==> src/rtl/frame_buffer_pkg.sv <==
// Shared frame buffer definitions: geometry, address packing and fill states.
// Reused by the arbiter, the frame buffer and the VGA generator.
package frame_buffer_pkg;

  localparam int X_W    = 8;
  localparam int Y_W    = 7;
  localparam int ADDR_W = X_W + Y_W;

  typedef enum logic [1:0] {
    IDLE,
    FILL,
    DONE
  } fill_state_e;

  typedef enum logic {
    GNT_CPU,
    GNT_FILL
  } grant_e;

  function automatic logic [ADDR_W-1:0] xy_to_addr(
    input logic [X_W-1:0] x,
    input logic [Y_W-1:0] y
  );
    return {y, x};
  endfunction

endpackage

==> src/rtl/frame_buffer_arbiter_if.sv <==
// Request/grant bundle between the fill engine and the port A arbiter.
// The fill engine is the master; the arbiter answers with grant.
interface frame_buffer_arbiter_if #(
  parameter int ADDR_W = frame_buffer_pkg::ADDR_W
) ();

  logic              req;
  logic [ADDR_W-1:0] addr;
  logic              data;
  logic              grant;

  modport master (
    output req,
    output addr,
    output data,
    input  grant
  );

  modport slave (
    input  req,
    input  addr,
    input  data,
    output grant
  );

endinterface

==> src/rtl/frame_buffer_arbiter_fill_engine.sv <==
// Rectangle fill engine: corner normalisation, x-first cursor and IDLE/FILL/DONE FSM.
// Requests port A while in FILL and advances one pixel per grant.
module fill_engine #(
  parameter int X_W = frame_buffer_pkg::X_W,
  parameter int Y_W = frame_buffer_pkg::Y_W
) (
  input  logic                   clk,
  input  logic                   rst,
  input  logic                   start,
  input  logic [X_W-1:0]         x0,
  input  logic [X_W-1:0]         x1,
  input  logic [Y_W-1:0]         y0,
  input  logic [Y_W-1:0]         y1,
  input  logic                   colour,
  output logic                   busy,
  output logic                   done,
  frame_buffer_arbiter_if.master bus
);

  import frame_buffer_pkg::*;

  fill_state_e state_q, state_d;

  logic [X_W-1:0] x_q, x_d;
  logic [X_W-1:0] xmin_q, xmin_d;
  logic [X_W-1:0] xmax_q, xmax_d;
  logic [Y_W-1:0] y_q, y_d;
  logic [Y_W-1:0] ymax_q, ymax_d;
  logic           colour_q, colour_d;
  logic           busy_q, busy_d;
  logic           done_q, done_d;

  always_comb begin
    state_d  = state_q;
    x_d      = x_q;
    xmin_d   = xmin_q;
    xmax_d   = xmax_q;
    y_d      = y_q;
    ymax_d   = ymax_q;
    colour_d = colour_q;
    unique case (state_q)
      IDLE: begin
        if (start) begin
          xmin_d   = (x0 < x1) ? x0 : x1;
          xmax_d   = (x0 < x1) ? x1 : x0;
          ymax_d   = (y0 < y1) ? y1 : y0;
          x_d      = xmin_d;
          y_d      = (y0 < y1) ? y0 : y1;
          colour_d = colour;
          state_d  = FILL;
        end
      end
      FILL: begin
        // Compare against the limit so a 0..255 span never wraps early.
        if (bus.grant) begin
          if (x_q == xmax_q) begin
            x_d = xmin_q;
            if (y_q == ymax_q) begin
              state_d = DONE;
            end else begin
              y_d = y_q + 1'b1;
            end
          end else begin
            x_d = x_q + 1'b1;
          end
        end
      end
      DONE: begin
        state_d = IDLE;
      end
      default: begin
        state_d = IDLE;
      end
    endcase
    busy_d = (state_d != IDLE);
    done_d = (state_d == DONE);
  end

  always_ff @(posedge clk) begin
    if (rst) begin
      state_q  <= IDLE;
      x_q      <= '0;
      xmin_q   <= '0;
      xmax_q   <= '0;
      y_q      <= '0;
      ymax_q   <= '0;
      colour_q <= 1'b0;
      busy_q   <= 1'b0;
      done_q   <= 1'b0;
    end else begin
      state_q  <= state_d;
      x_q      <= x_d;
      xmin_q   <= xmin_d;
      xmax_q   <= xmax_d;
      y_q      <= y_d;
      ymax_q   <= ymax_d;
      colour_q <= colour_d;
      busy_q   <= busy_d;
      done_q   <= done_d;
    end
  end

  assign bus.req  = (state_q == FILL);
  assign bus.addr = {y_q, x_q};
  assign bus.data = colour_q;
  assign busy     = busy_q;
  assign done     = done_q;

endmodule

==> src/rtl/frame_buffer_arbiter.sv <==
// Shares frame buffer port A between CPU single-pixel accesses and the fill engine.
// Round-robin on conflict; CPU reads return two cycles after grant.
module frame_buffer_arbiter #(
  parameter int X_W    = frame_buffer_pkg::X_W,
  parameter int Y_W    = frame_buffer_pkg::Y_W,
  parameter int ADDR_W = X_W + Y_W
) (
  input  logic              CLK,
  input  logic              RESET,
  input  logic              CPU_REQ,
  input  logic              CPU_WE,
  input  logic [ADDR_W-1:0] CPU_ADDR,
  input  logic              CPU_DATA_IN,
  output logic              CPU_ACK,
  output logic              CPU_DATA_OUT,
  input  logic              FILL_START,
  input  logic [X_W-1:0]    FILL_X0,
  input  logic [X_W-1:0]    FILL_X1,
  input  logic [Y_W-1:0]    FILL_Y0,
  input  logic [Y_W-1:0]    FILL_Y1,
  input  logic              FILL_COLOUR,
  output logic              FILL_BUSY,
  output logic              FILL_DONE,
  output logic [ADDR_W-1:0] FB_ADDR,
  output logic              FB_WE,
  output logic              FB_DATA_IN,
  input  logic              FB_DATA_OUT
);

  import frame_buffer_pkg::*;

  frame_buffer_arbiter_if #(.ADDR_W(ADDR_W)) fill_bus ();

  fill_engine #(
    .X_W (X_W),
    .Y_W (Y_W)
  ) u_fill (
    .clk    (CLK),
    .rst    (RESET),
    .start  (FILL_START),
    .x0     (FILL_X0),
    .x1     (FILL_X1),
    .y0     (FILL_Y0),
    .y1     (FILL_Y1),
    .colour (FILL_COLOUR),
    .busy   (FILL_BUSY),
    .done   (FILL_DONE),
    .bus    (fill_bus.master)
  );

  grant_e            last_q, last_d;
  logic              out_q, out_d;
  logic              p1_q, p1_d;
  logic              p1_rd_q, p1_rd_d;
  logic              p2_q, p2_d;
  logic              p2_rd_q, p2_rd_d;
  logic              ack_q, ack_d;
  logic              dout_q, dout_d;
  logic [ADDR_W-1:0] fb_addr_q, fb_addr_d;
  logic              fb_we_q, fb_we_d;
  logic              fb_din_q, fb_din_d;

  logic cpu_elig;
  logic fill_elig;
  logic gnt_cpu;
  logic gnt_fill;

  always_comb begin
    cpu_elig  = CPU_REQ && !out_q;
    fill_elig = fill_bus.req;
    gnt_cpu   = cpu_elig && (!fill_elig || last_q == GNT_FILL);
    gnt_fill  = fill_elig && !gnt_cpu;
  end

  assign fill_bus.grant = gnt_fill;

  always_comb begin
    fb_addr_d = fb_addr_q;
    fb_we_d   = 1'b0;
    fb_din_d  = fb_din_q;
    last_d    = last_q;
    unique case (1'b1)
      gnt_cpu: begin
        fb_addr_d = CPU_ADDR;
        fb_we_d   = CPU_WE;
        fb_din_d  = CPU_DATA_IN;
        last_d    = GNT_CPU;
      end
      gnt_fill: begin
        fb_addr_d = fill_bus.addr;
        fb_we_d   = 1'b1;
        fb_din_d  = fill_bus.data;
        last_d    = GNT_FILL;
      end
      default: ;
    endcase
  end

  // Outstanding stays set through the ACK cycle so a held REQ is not re-granted.
  always_comb begin
    out_d   = gnt_cpu ? 1'b1 : (ack_q ? 1'b0 : out_q);
    p1_d    = gnt_cpu;
    p1_rd_d = gnt_cpu && !CPU_WE;
    p2_d    = p1_q;
    p2_rd_d = p1_rd_q;
    ack_d   = p2_q;
    dout_d  = p2_rd_q ? FB_DATA_OUT : dout_q;
  end

  always_ff @(posedge CLK) begin
    if (RESET) begin
      last_q    <= GNT_CPU;
      out_q     <= 1'b0;
      p1_q      <= 1'b0;
      p1_rd_q   <= 1'b0;
      p2_q      <= 1'b0;
      p2_rd_q   <= 1'b0;
      ack_q     <= 1'b0;
      dout_q    <= 1'b0;
      fb_addr_q <= '0;
      fb_we_q   <= 1'b0;
      fb_din_q  <= 1'b0;
    end else begin
      last_q    <= last_d;
      out_q     <= out_d;
      p1_q      <= p1_d;
      p1_rd_q   <= p1_rd_d;
      p2_q      <= p2_d;
      p2_rd_q   <= p2_rd_d;
      ack_q     <= ack_d;
      dout_q    <= dout_d;
      fb_addr_q <= fb_addr_d;
      fb_we_q   <= fb_we_d;
      fb_din_q  <= fb_din_d;
    end
  end

  assign CPU_ACK      = ack_q;
  assign CPU_DATA_OUT = dout_q;
  assign FB_ADDR      = fb_addr_q;
  assign FB_WE        = fb_we_q;
  assign FB_DATA_IN   = fb_din_q;

endmodule

==> config.mk <==
export PLATFORM = sky130hd
export DESIGN_NAME = frame_buffer_arbiter
export DESIGN_NICKNAME = d
export VERILOG_FILES = /design/src/rtl/frame_buffer_pkg.sv /design/src/rtl/frame_buffer_arbiter_if.sv /design/src/rtl/frame_buffer_arbiter_fill_engine.sv /design/src/rtl/frame_buffer_arbiter.sv
export SDC_FILE = /design/constraint.sdc
export NUM_CORES = 1
export LEC_CHECK = 0
export ABC_AREA = 0
export ABC_CLOCK_PERIOD_IN_PS = 3010
export CAP_MARGIN = 10
export CORE_ASPECT_RATIO = 0.9
export CORE_UTILIZATION = 51
export CTS_CLUSTER_DIAMETER = 30
export DETAILED_ROUTE_END_ITERATION = 8
export PLACE_DENSITY = 0.77
export SLEW_MARGIN = 30
export SYNTH_ARGS = -nofsm -noshare
export SYNTH_HDL_FRONTEND = slang
export SYNTH_SLANG_ARGS = --single-unit
==> constraint.sdc <==
create_clock -name CLK -period 3.01 [get_ports CLK]
set_input_delay 0.4515 -clock CLK [delete_from_list [all_inputs] [get_ports CLK]]
set_output_delay 0.4515 -clock CLK [all_outputs]
set_load 0.1 [all_outputs]
=== Word level (Yosys, flattened, before mapping) ===
Index checks and enable logic that the tools add are counted.

* Word-level logic and storage cells: 73
* Bits in read-only memories: 0
* Bits in latches: 0
* Bits in writable memories: 0
* Memories kept: 0
* Flip-flop bits (word level): 68
* Input port bits: 53
* Output and inout bits: 21

* Shift-type cells: 0
* Mux-type cells: 24
* Order comparisons: 2
* Add/subtract/negate cells: 2
* Bitwise gates (word level): 0
* Eq/ne operators: 8
* Reduce and logical (&&, ||, !) cells: 17
* Divide/modulo/power cells: 0
* $mul: 0

{| class="wikitable"
|+ Operators with widths
! kind !! count
|-
| 7-bit two-way mux || 6
|-
| 8-bit two-way mux || 5
|-
| 15-bit case mux with 2 select lines || 1
|-
| 8-bit case mux with 2 select lines || 1
|-
| 7-bit case mux with 2 select lines || 1
|-
| 8-bit by 1-bit adder with 8-bit output (second input constant) || 1
|-
| 8-bit == test || 1
|-
| 8-bit < comparator || 1
|-
| 2-bit two-way mux || 4
|-
| 2-bit nonzero test || 4
|-
| 7-bit by 1-bit adder with 7-bit output (second input constant) || 1
|-
| 7-bit == test || 1
|-
| 7-bit < comparator || 1
|-
| 1-bit case mux with 2 select lines || 3
|-
| 5-bit AND reduction || 1
|-
| 1-bit logical AND || 4
|-
| 1-bit zero test || 4
|-
| 2-bit by 1-bit != test with 1-bit output (second input constant) || 2
|-
| 2-bit != test (second input constant) || 2
|-
| 2-bit case mux with 2 select lines || 1
|-
| 3-bit AND reduction || 1
|-
| 2-bit by 1-bit == test with 1-bit output (second input constant) || 1
|-
| 2-bit == test (second input constant) || 1
|-
| 2-bit zero test || 1
|-
| 3 further kinds || 4
|}

=== Longest topological paths before layout ===
Gate-level depths: netlist of the first run.

* Word-level depth: 9
* Gate-level depth with buffers: 10
* Depth with buffers taken out: 8

=== Modules after synthesis ===
Synthesis of the first run repeated with hierarchy kept, for this count alone.

* Cells, all modules: 470
* Area, all modules: 4017.6 µm²

{| class="wikitable"
|+ Modules (own cells, without submodules)
! module !! seq. area each (µm²) !! area an instance (µm²) !! cells an instance !! times used
|-
| fill_engine || 860.8 || 2735.1 || 333 || 1
|-
| frame_buffer_arbiter || 500.5 || 1282.5 || 137 || 1
|}

=== Worst setup path after synthesis of the first run ===
Ideal clock, no wire load.

* Path kind: input to register
* Start point: input FILL_X1[6]
* End point: register u_fill.xmax_q[4]
* Stages: 9
* Slack: 0.683 ns
* Arrival time: 2.195 ns
* Data required time: 2.878 ns
* Cells stage by stage: inv_1 ha_1 nand4_1 o31ai_2 buf_2 clkbuf_1 nor2_1 a21oi_1 a21oi_1

* Longest elaborated chain between the ends: 2

{| class="wikitable"
|+ RTL lines
! what !! line !! RTL
|-
| start: declaration || frame_buffer_arbiter.sv:18 || <nowiki>input logic [X_W-1:0] FILL_X1,</nowiki>
|-
| 8-bit < comparator || frame_buffer_arbiter_fill_engine.sv:45 || <nowiki>xmax_d = (x0 < x1) ? x1 : x0;</nowiki>
|-
| 8-bit two-way mux || frame_buffer_arbiter_fill_engine.sv:45 ||
|-
| end signal: assignment || frame_buffer_arbiter_fill_engine.sv:94 || <nowiki>xmax_q <= xmax_d;</nowiki>
|-
| end: declaration || frame_buffer_arbiter_fill_engine.sv:26 || <nowiki>logic [X_W-1:0] xmax_q, xmax_d;</nowiki>
|}

No other way between the ends.
A chain may end at the register's enable or synchronous reset.

=== Final worst setup path of the first run ===
* Start point: input FILL_X1[1]
* End point: register u_fill.x_q[3]

* Longest elaborated chain between the ends: 4

{| class="wikitable"
|+ RTL lines
! what !! line !! RTL
|-
| 8-bit < comparator || frame_buffer_arbiter_fill_engine.sv:44 || <nowiki>xmin_d = (x0 < x1) ? x0 : x1;</nowiki>
|-
| 8-bit two-way mux || frame_buffer_arbiter_fill_engine.sv:44 ||
|-
| 8-bit two-way mux || frame_buffer_arbiter_fill_engine.sv:43 || <nowiki>if (start) begin</nowiki>
|-
| 8-bit case mux with 2 select lines || frame_buffer_arbiter_fill_engine.sv:41 || <nowiki>unique case (state_q)</nowiki>
|-
| end signal: assignment || frame_buffer_arbiter_fill_engine.sv:82 || <nowiki>x_q <= '0;</nowiki>
|-
| end signal: assignment || frame_buffer_arbiter_fill_engine.sv:92 || <nowiki>x_q <= x_d;</nowiki>
|-
| end: declaration || frame_buffer_arbiter_fill_engine.sv:24 || <nowiki>logic [X_W-1:0] x_q, x_d;</nowiki>
|}

No other way between the ends. The select of a mux whose other input is x is not followed.

==> results by group, run 1 <==
Setup path
  – Critical path arrival: 2.65 ns
  – Critical Path Source Type: primary input
  – Crit-path max FO: 25
  – Setup CP Type: primary input to flip-flop
  – CP Data Required Time: approximately 3.2 ns
  – Element type at the critical path end: flip-flop
  – Reg2Reg Setup Slack: between 0.6 and 0.7 ns

Yosys
  – Synth Flop Type: dfxtp_1
  – Post-Syn Instances: around 440
  – Synth Warn #: 0
  – Number of flops mapped to enable cells by yosys: 0
  – Syn_nets: roughly 510
  – Syn_area_per_cell: between 8 and 9 sq um
  – Flops & latches, synth: 68
  – Synth top area cells: dfxtp_1 (38%), nand2_1 (5.5%), ha_1 (5.3%), a21oi_1 (4.8%), a31oi_1 (4.0%)
  – Post-synth cell types: 51
  – Post-synthesis cell area: 3560 sq um
  – Register area share after synthesis: 0.382
  – Share of the synthesized area in the top cell type: 0.382
  – Post-synth top area cell: dfxtp_1
  – FFs w/ async S/R, synth: 0

Power and ir drop
  – Power per cell area: ~530 nW/um^2
  – Pwr Total: approximately 0.0024 W
  – Leak: around 1.8 nW
  – Worst vdd ir: between 300 and 400 uV

CTS
  – Clk buf depth: 2
  – Clk pin slew, worst setup/hold paths: around 0.070 ns
  – # Post-CTS Setup Buffers: 0
  – Post_cts resized: 0
  – Worst skew pair latency: between 0.3 and 0.4 ns
  – TritonCTS Buffers: 9
  – CTS tree: done
  – Post-CTS Hold Buffers: 0
  – H-tree depth: 3
  – Clk root buf: clkbuf_8
  – Clock sink count: a little under 70

Route
  – Detailed Routing Iterations Pass 1: 4
  – Via Count: roughly 3400
  – DRT iter0 DRCs: 155
  – Antenna Violating Nets Remaining: 0
  – Total routed wirelength: approximately 8600 microns
  – Via/cell ratio: about 5.7
  – # DRC: 0
  – Routed len/inst: ~14 microns

Global route
  – Gr ovfl total: 0
  – Initial antenna violation count: 0
  – Global-route wire length before repair: 14400 microns
  – Largest net degree at the start of global routing: 44
  – Number of global-route vias before repair: approximately 3200
  – GR Util All Layers: 0.244

Finish
  – Post-Layout Cell Count: about 600
  – Layout cell share with drive strength beyond 1: 0.122
  – N_diodes: 0
  – Final Instance Area: between 4000 and 5000 sq um
  – # nets final: 570
  – # fillers: 581
  – Area added between synthesis and finish: 26.1%

Placed design
  – Final Wtd Congestion: between 0.8 and 0.9
  – # port buffers: 73
  – Dpl hpwl: around 6300 microns
  – Placed insts: between 500 and 600
  – DP Area: between 4000 and 5000 sq um

Floorplanning
  – Core area: approximately 6700 sq um
  – IO Pins: between 70 and 80
  – Die Ht: 81.3 microns
  – Row count: 28
  – Die X: roughly 90 microns
  – Initial core utilization: 0.536
  – Die area: between 7000 and 8000 sq um

STA
  – Setup TNS: 0 ns
  – Final number of max-transition violations: 0
  – Clock skew: approximately 0.0087 ns
  – Worst-Margin Slew: between 0.6 and 0.7 ns
  – Final Hold Viols: 0
  – Worst rel slew slack: 0.541
  – Final Cycle Share: 0.804
  – Crit path time final: about 2.4 ns
  – Final setup vio count: 0
  – Hold Worst Slack: approximately 0.44 ns
  – Unrepaired setup endpoints after global routing: false
  – FMAX: 413 MHz

Run
  – Total of max-cap violations: 0

Worst hold path
  – Worst min path class: flip-flop to flip-flop

Status
  – Outcome: complete, no violations
-- metal layers --
| metal | vias to the layer above | GRT usage | wire (microns) |
|---|---|---|---|
| li1 | 1712 | - | - |
| met1 | 1581 | 0.289 | 3810 |
| met2 | 76 | 0.455 | 4320 |
| met3 | 17 | 0.0468 | 368 |
| met4 | 0 | 0.0694 | 110 |
| met5 | - | 0 | 0 |
-- cells in the final DEF (no fill, tap or decap), types with 3 or more instances in the layout --
cell type | Yosys | final
inv_1 | 15 | 15
dfxtp_1 | 68 | 68
nand2_1 | 52 | 52
a211oi_1 | 9 | 9
o221ai_1 | 3 | 3
nor2_1 | 38 | 36
xnor2_1 | 6 | 6
o21a_1 | 4 | 4
buf_4 | 0 | 31
or4_1 | 3 | 3
o21ai_0 | 21 | 20
ha_1 | 15 | 15
mux2_2 | 7 | 7
nand4_1 | 6 | 6
clkbuf_8 | 0 | 10
nor2b_1 | 5 | 5
clkinv_2 | 0 | 4
mux2i_1 | 13 | 13
nor3_1 | 10 | 10
xor2_1 | 13 | 13
a31oi_1 | 23 | 23
a21oi_1 | 34 | 34
clkdlybuf4s50_1 | 0 | 52
nor4_1 | 3 | 3
nand2b_1 | 4 | 4
nand3_1 | 24 | 24
-- synth_stat cells, drive strengths merged (2+ instances only) --
cell type / count
clkbuf: 24
nand4: 6
buf: 7
o21ai: 22
nor3: 10
o221ai: 3
a211oi: 9
ha: 15
a2111oi: 2
dfxtp: 68
a311oi: 2
o311ai: 2
nand2: 52
a21oi: 34
nand3: 24
o21a: 4
mux2i: 13
xnor2: 6
or4: 3
nor4: 4
o221a: 2
nor2: 38
a311o: 2
xor2: 13
inv: 15
a21o: 2
and4: 2
nand2b: 4
nor2b: 5
a31oi: 23
mux2: 7
-- through the flow --
stage,util,worst slack (ns)
detailed placement,0.650,0.249
CTS,0.676,0.605
global placement,0.650,0.311
floorplan,-,0.683
global route,0.676,0.432
finish,0.676,0.589
-- path summary, 6_finish.rpt --
check,start,end,cells past startpoint
worst max-delay path,FILL_X1[1],u_fill.x_q[3],9
worst min-delay path,p1_rd_q,p2_rd_q,1
worst max register to register,u_fill.x_q[2],u_fill.y_q[4],7
worst min register to register,p1_rd_q,p2_rd_q,1
-- state kept, by name, indices dropped and copies added (netlist names), 2 cells and up --
| signal | cells |
|---|---|
| FB_ADDR | 15 |
| u_fill.x_q | 8 |
| u_fill.xmax_q | 8 |
| u_fill.xmin_q | 8 |
| u_fill.y_q | 7 |
| u_fill.ymax_q | 7 |
| u_fill.state_q | 2 |
-- power breakdown --
group	internal, W	switching, W
sequential	0.000983	0.0000756
clock	0.000316	0.000331
combinational	0.000263	0.000415
total	0.00156	0.000821
-- kinds of logic after synthesis --
family,count (synthesis),synth area share
buffers and inverters,46,0.0516
adder cells (fa/ha/maj),15,0.0527
AND/OR/NAND/NOR,153,0.198
flip-flops,68,0.382
XOR/XNOR,19,0.0467
multiplexers,20,0.0586
AO/OA/AOI/OAI,117,0.210
-- worst max-delay path, stage by stage --
cell,delay (ns)
clkdlybuf4s50_1,0.47
inv_1,0.05
ha_1,0.26
a2111oi_0,0.51
o31ai_2,0.14
buf_12,0.18
mux2i_1,0.20
nor2_1,0.07
a311o_1,0.31
-- final cells by class --
class,instances,area (sq um),share of cell area
multi-input cells,324,2020,0.450
flip-flops and latches,68,1360,0.303
repair buffers,84,773,0.172
clock buffers,11,141,0.0314
well taps,90,113,0.0250
inverters,15,56.3,0.0125
clock inverters,5,27.5,0.00612
Note: power is estimated with default switching activity, not from simulation.
==> run 2: changes to the inputs <==
--- a/config.mk
+++ b/config.mk
@@ -6,7 +6,7 @@
 export NUM_CORES = 1
 export LEC_CHECK = 0
 export ABC_AREA = 0
-export ABC_CLOCK_PERIOD_IN_PS = 3010
+export ABC_CLOCK_PERIOD_IN_PS = 2500
 export CAP_MARGIN = 10
 export CORE_ASPECT_RATIO = 0.9
 export CORE_UTILIZATION = 51
==> constraint.sdc (replaced) <==
create_clock -name CLK -period 2.5 [get_ports CLK]
set_input_delay 0.375 -clock CLK [delete_from_list [all_inputs] [get_ports CLK]]
set_output_delay 0.375 -clock CLK [all_outputs]
set_load 0.1 [all_outputs]
==> results by group, run 2 (synthesis results as in run 1) <==
Finish
  – Most common cell after layout, fill and taps aside: buf_4
  – # fillers: 548 (-5.7%)
  – Area added between synthesis and finish: 35.6%
  – N_diodes: 0 (unchanged)
  – Max FFs per register: 15 (unchanged)
  – Layout cell share with drive strength beyond 1: 0.185 (+0.0630)
  – # nets final: 608 (+6.7%)
  – Final Util: 0.726 (+0.0504)
  – Multi-input gate area: 2040 sq um (+0.74%)
  – Most frequent cells in the layout: buf_4 (70), dfxtp_1 (68), nand2_1 (52), clkdlybuf4s50_1 (52), nor2_1 (36)
  – Post-Layout Cell Count: 635 (+6.4%)
  – Sequential Area: 1360 sq um (unchanged)

Route
  – Detailed Routing Iterations Pass 1: 4 (unchanged)
  – Via Count: 3514 (+3.8%)
  – # DRC: 0 (unchanged)
  – Antenna Violating Nets Remaining: 0 (unchanged)
  – Routed len/inst: 14.1 microns (-2.0%)
  – DRT iter0 DRCs: 194 (+25%)
  – Via/cell ratio: 5.53 (-2.4%)
  – Total routed wirelength: 8980 microns (+4.2%)

Floorplanning
  – Die area: 7330 sq um (unchanged)
  – Die Ht: 81.3 microns (unchanged)
  – Initial core utilization: 0.536 (unchanged)
  – Die X: 90.1 microns (unchanged)
  – Core area: 6660 sq um (unchanged)
  – IO Pins: 74 (unchanged)
  – Row count: 28 (unchanged)

CTS
  – H-tree depth: 3 (unchanged)
  – Clk buf depth: 2 (unchanged)
  – Clk pin slew, worst setup/hold paths: 0.08 ns (about the same)
  – Worst skew pair latency: 0.34 ns (about the same)
  – Clk root buf: clkbuf_8
  – Clock sink count: 68 (unchanged)
  – Post-CTS Hold Buffers: 0 (unchanged)
  – TritonCTS Buffers: 9 (unchanged)
  – CTS tree: done

STA
  – Worst-Margin Slew: 0.674 ns (-0.0136 ns)
  – Final number of max-transition violations: 0 (unchanged)
  – Crit path time final: between 2 and 2.5 ns
  – Final Cycle Share: 0.968
  – Unrepaired setup endpoints after global routing: false
  – Worst rel slew slack: 0.550 (+0.00907)
  – Clock skew: 0.00802 ns (-0.000647 ns)
  – Final Hold Viols: 0 (unchanged)
  – FMAX: approximately 410 MHz
  – Final setup vio count: 0 (unchanged)
  – Final worst setup slack: 0.0797 ns (-0.509 ns)
  – Hold Worst Slack: 0.445 ns (+0.00508 ns)

Placed design
  – # port buffers: 73 (unchanged)
  – Placed insts: 617 (+6.2%)
  – Dpl ws: -0.514 ns (-0.762 ns)
  – Dpl hpwl: 6820 microns (+8.0%)
  – Final Wtd Congestion: 0.874 (+5.4%)

Setup path
  – CP Data Required Time: 2.73 ns (-0.51 ns)
  – Setup CP Type: primary input to flip-flop
  – Critical path arrival: 2.65 ns (about the same)
  – Reg2Reg Setup Slack: 0.38 ns (-0.28 ns)
  – Element type at the critical path end: flip-flop
  – Crit-path max FO: 11 (-56%)
  – Worst flop-to-flop path startpoint: u_fill.state_q[0]
  – RR Endpoint: u_fill.y_q[5]
  – FF-to-FF path depth: 6 (-1)
  – Critical Path Source Type: primary input

Global route
  – Initial antenna violation count: 0 (unchanged)
  – GR Util All Layers: 0.252 (+0.00815)
  – Number of global-route vias before repair: 3315 (+4.9%)
  – Gr ovfl total: 0 (unchanged)
  – Largest net degree at the start of global routing: 26 (-41%)
  – Global-route wire length before repair: 14800 microns (+3.2%)

Power and ir drop
  – Worst vdd ir: 473 uV (+29%)
  – Power per cell area: 650 nW/um^2 (+23%)
  – Leak: 2.00 nW (+11%)
  – Pwr Total: 0.00314 W (+32%)

Worst hold path
  – Hold path endpoint: p2_rd_q
  – Worst min path class: flip-flop to flip-flop
  – Hold_sp: p1_rd_q
  – Worst Hold Depth: 1 (unchanged)

Run
  – Total of max-cap violations: 0 (unchanged)

Status
  – Outcome: complete, no violations
[run 2: cell types whose count changed in the layout (fill, tap and decap cells not counted), sizes merged]
| cell | change |
|---|---|
| buf | +38 |
| bufinv | +2 |
| clkbuf | -1 |
| clkinv | -2 |
| clkinvlp | +1 |
[run 2: cell type report]
cell class,count,area share
multi-input cells,324,0.422
flip-flops and latches,68,0.282
repair buffers,122,0.216
clock buffers,10,0.0264
well taps,90,0.0233
clock inverters,6,0.0184
inverters,15,0.0117
[run 2: metal layers]
metal	vias up	track usage	share of wire
met5	-	0	0
met4	0	0.0726	0.0099
met3	10	0.0674	0.048
met2	82	0.467	0.51
met1	1630	0.289	0.43
li1	1792	-	-
[run 2: worst max-delay path: stages]
cell and delay (ns):
clkdlybuf4s50_1 0.47, inv_1 0.06, ha_1 0.29, buf_4 0.15
a41o_1 0.22, a21oi_1 0.23, o31ai_4 0.20, mux2i_1 0.26
nor2_1 0.08, a311o_1 0.32
[run 2: where the power goes]
part	leakage (nW)	internal [W]	switching, W
Sequential	0.561	0.00118	0.0000821
Combinational	1.34	0.000373	0.000527
Clock	0.102	0.000561	0.000417
Total	2.00	0.00212	0.00103
[run 2: how the worst max path moves through the flow]
stage / end / from / cells past startpoint / slack (ns)
detailed placement: u_fill.x_q[3] / FILL_X1[1] / 8 / -0.51
finish: u_fill.x_q[3] / FILL_X1[7] / 10 / 0.08
global placement: u_fill.x_q[2] / FILL_X1[7] / 8 / -0.41
floorplan: u_fill.xmax_q[4] / FILL_X1[6] / 9 / 0.25
global route: u_fill.x_q[3] / FILL_X1[7] / 10 / 0.01
CTS: u_fill.x_q[3] / FILL_X1[6] / 8 / 0.07
[run 2: metrics by stage]
| step | instance area (sq um) | TNS (ns) |
|---|---|---|
| 2_1_floorplan | 3560 | 0 |
| 3_3_place_gp | 4580 | -6.69 |
| 3_5_place_dp | 4590 | -8.33 |
| 4_1_cts | 4820 | 0 |
| 5_1_grt | 4830 | 0 |
| 6_report | 4830 | 0 |
[run 2: what timing repair did]
item                                    CTS  global route
gates resized for setup                   3             0
endpoints found under the setup margin   13             5
pin swaps                                 0             1
setup buffers                             0             2
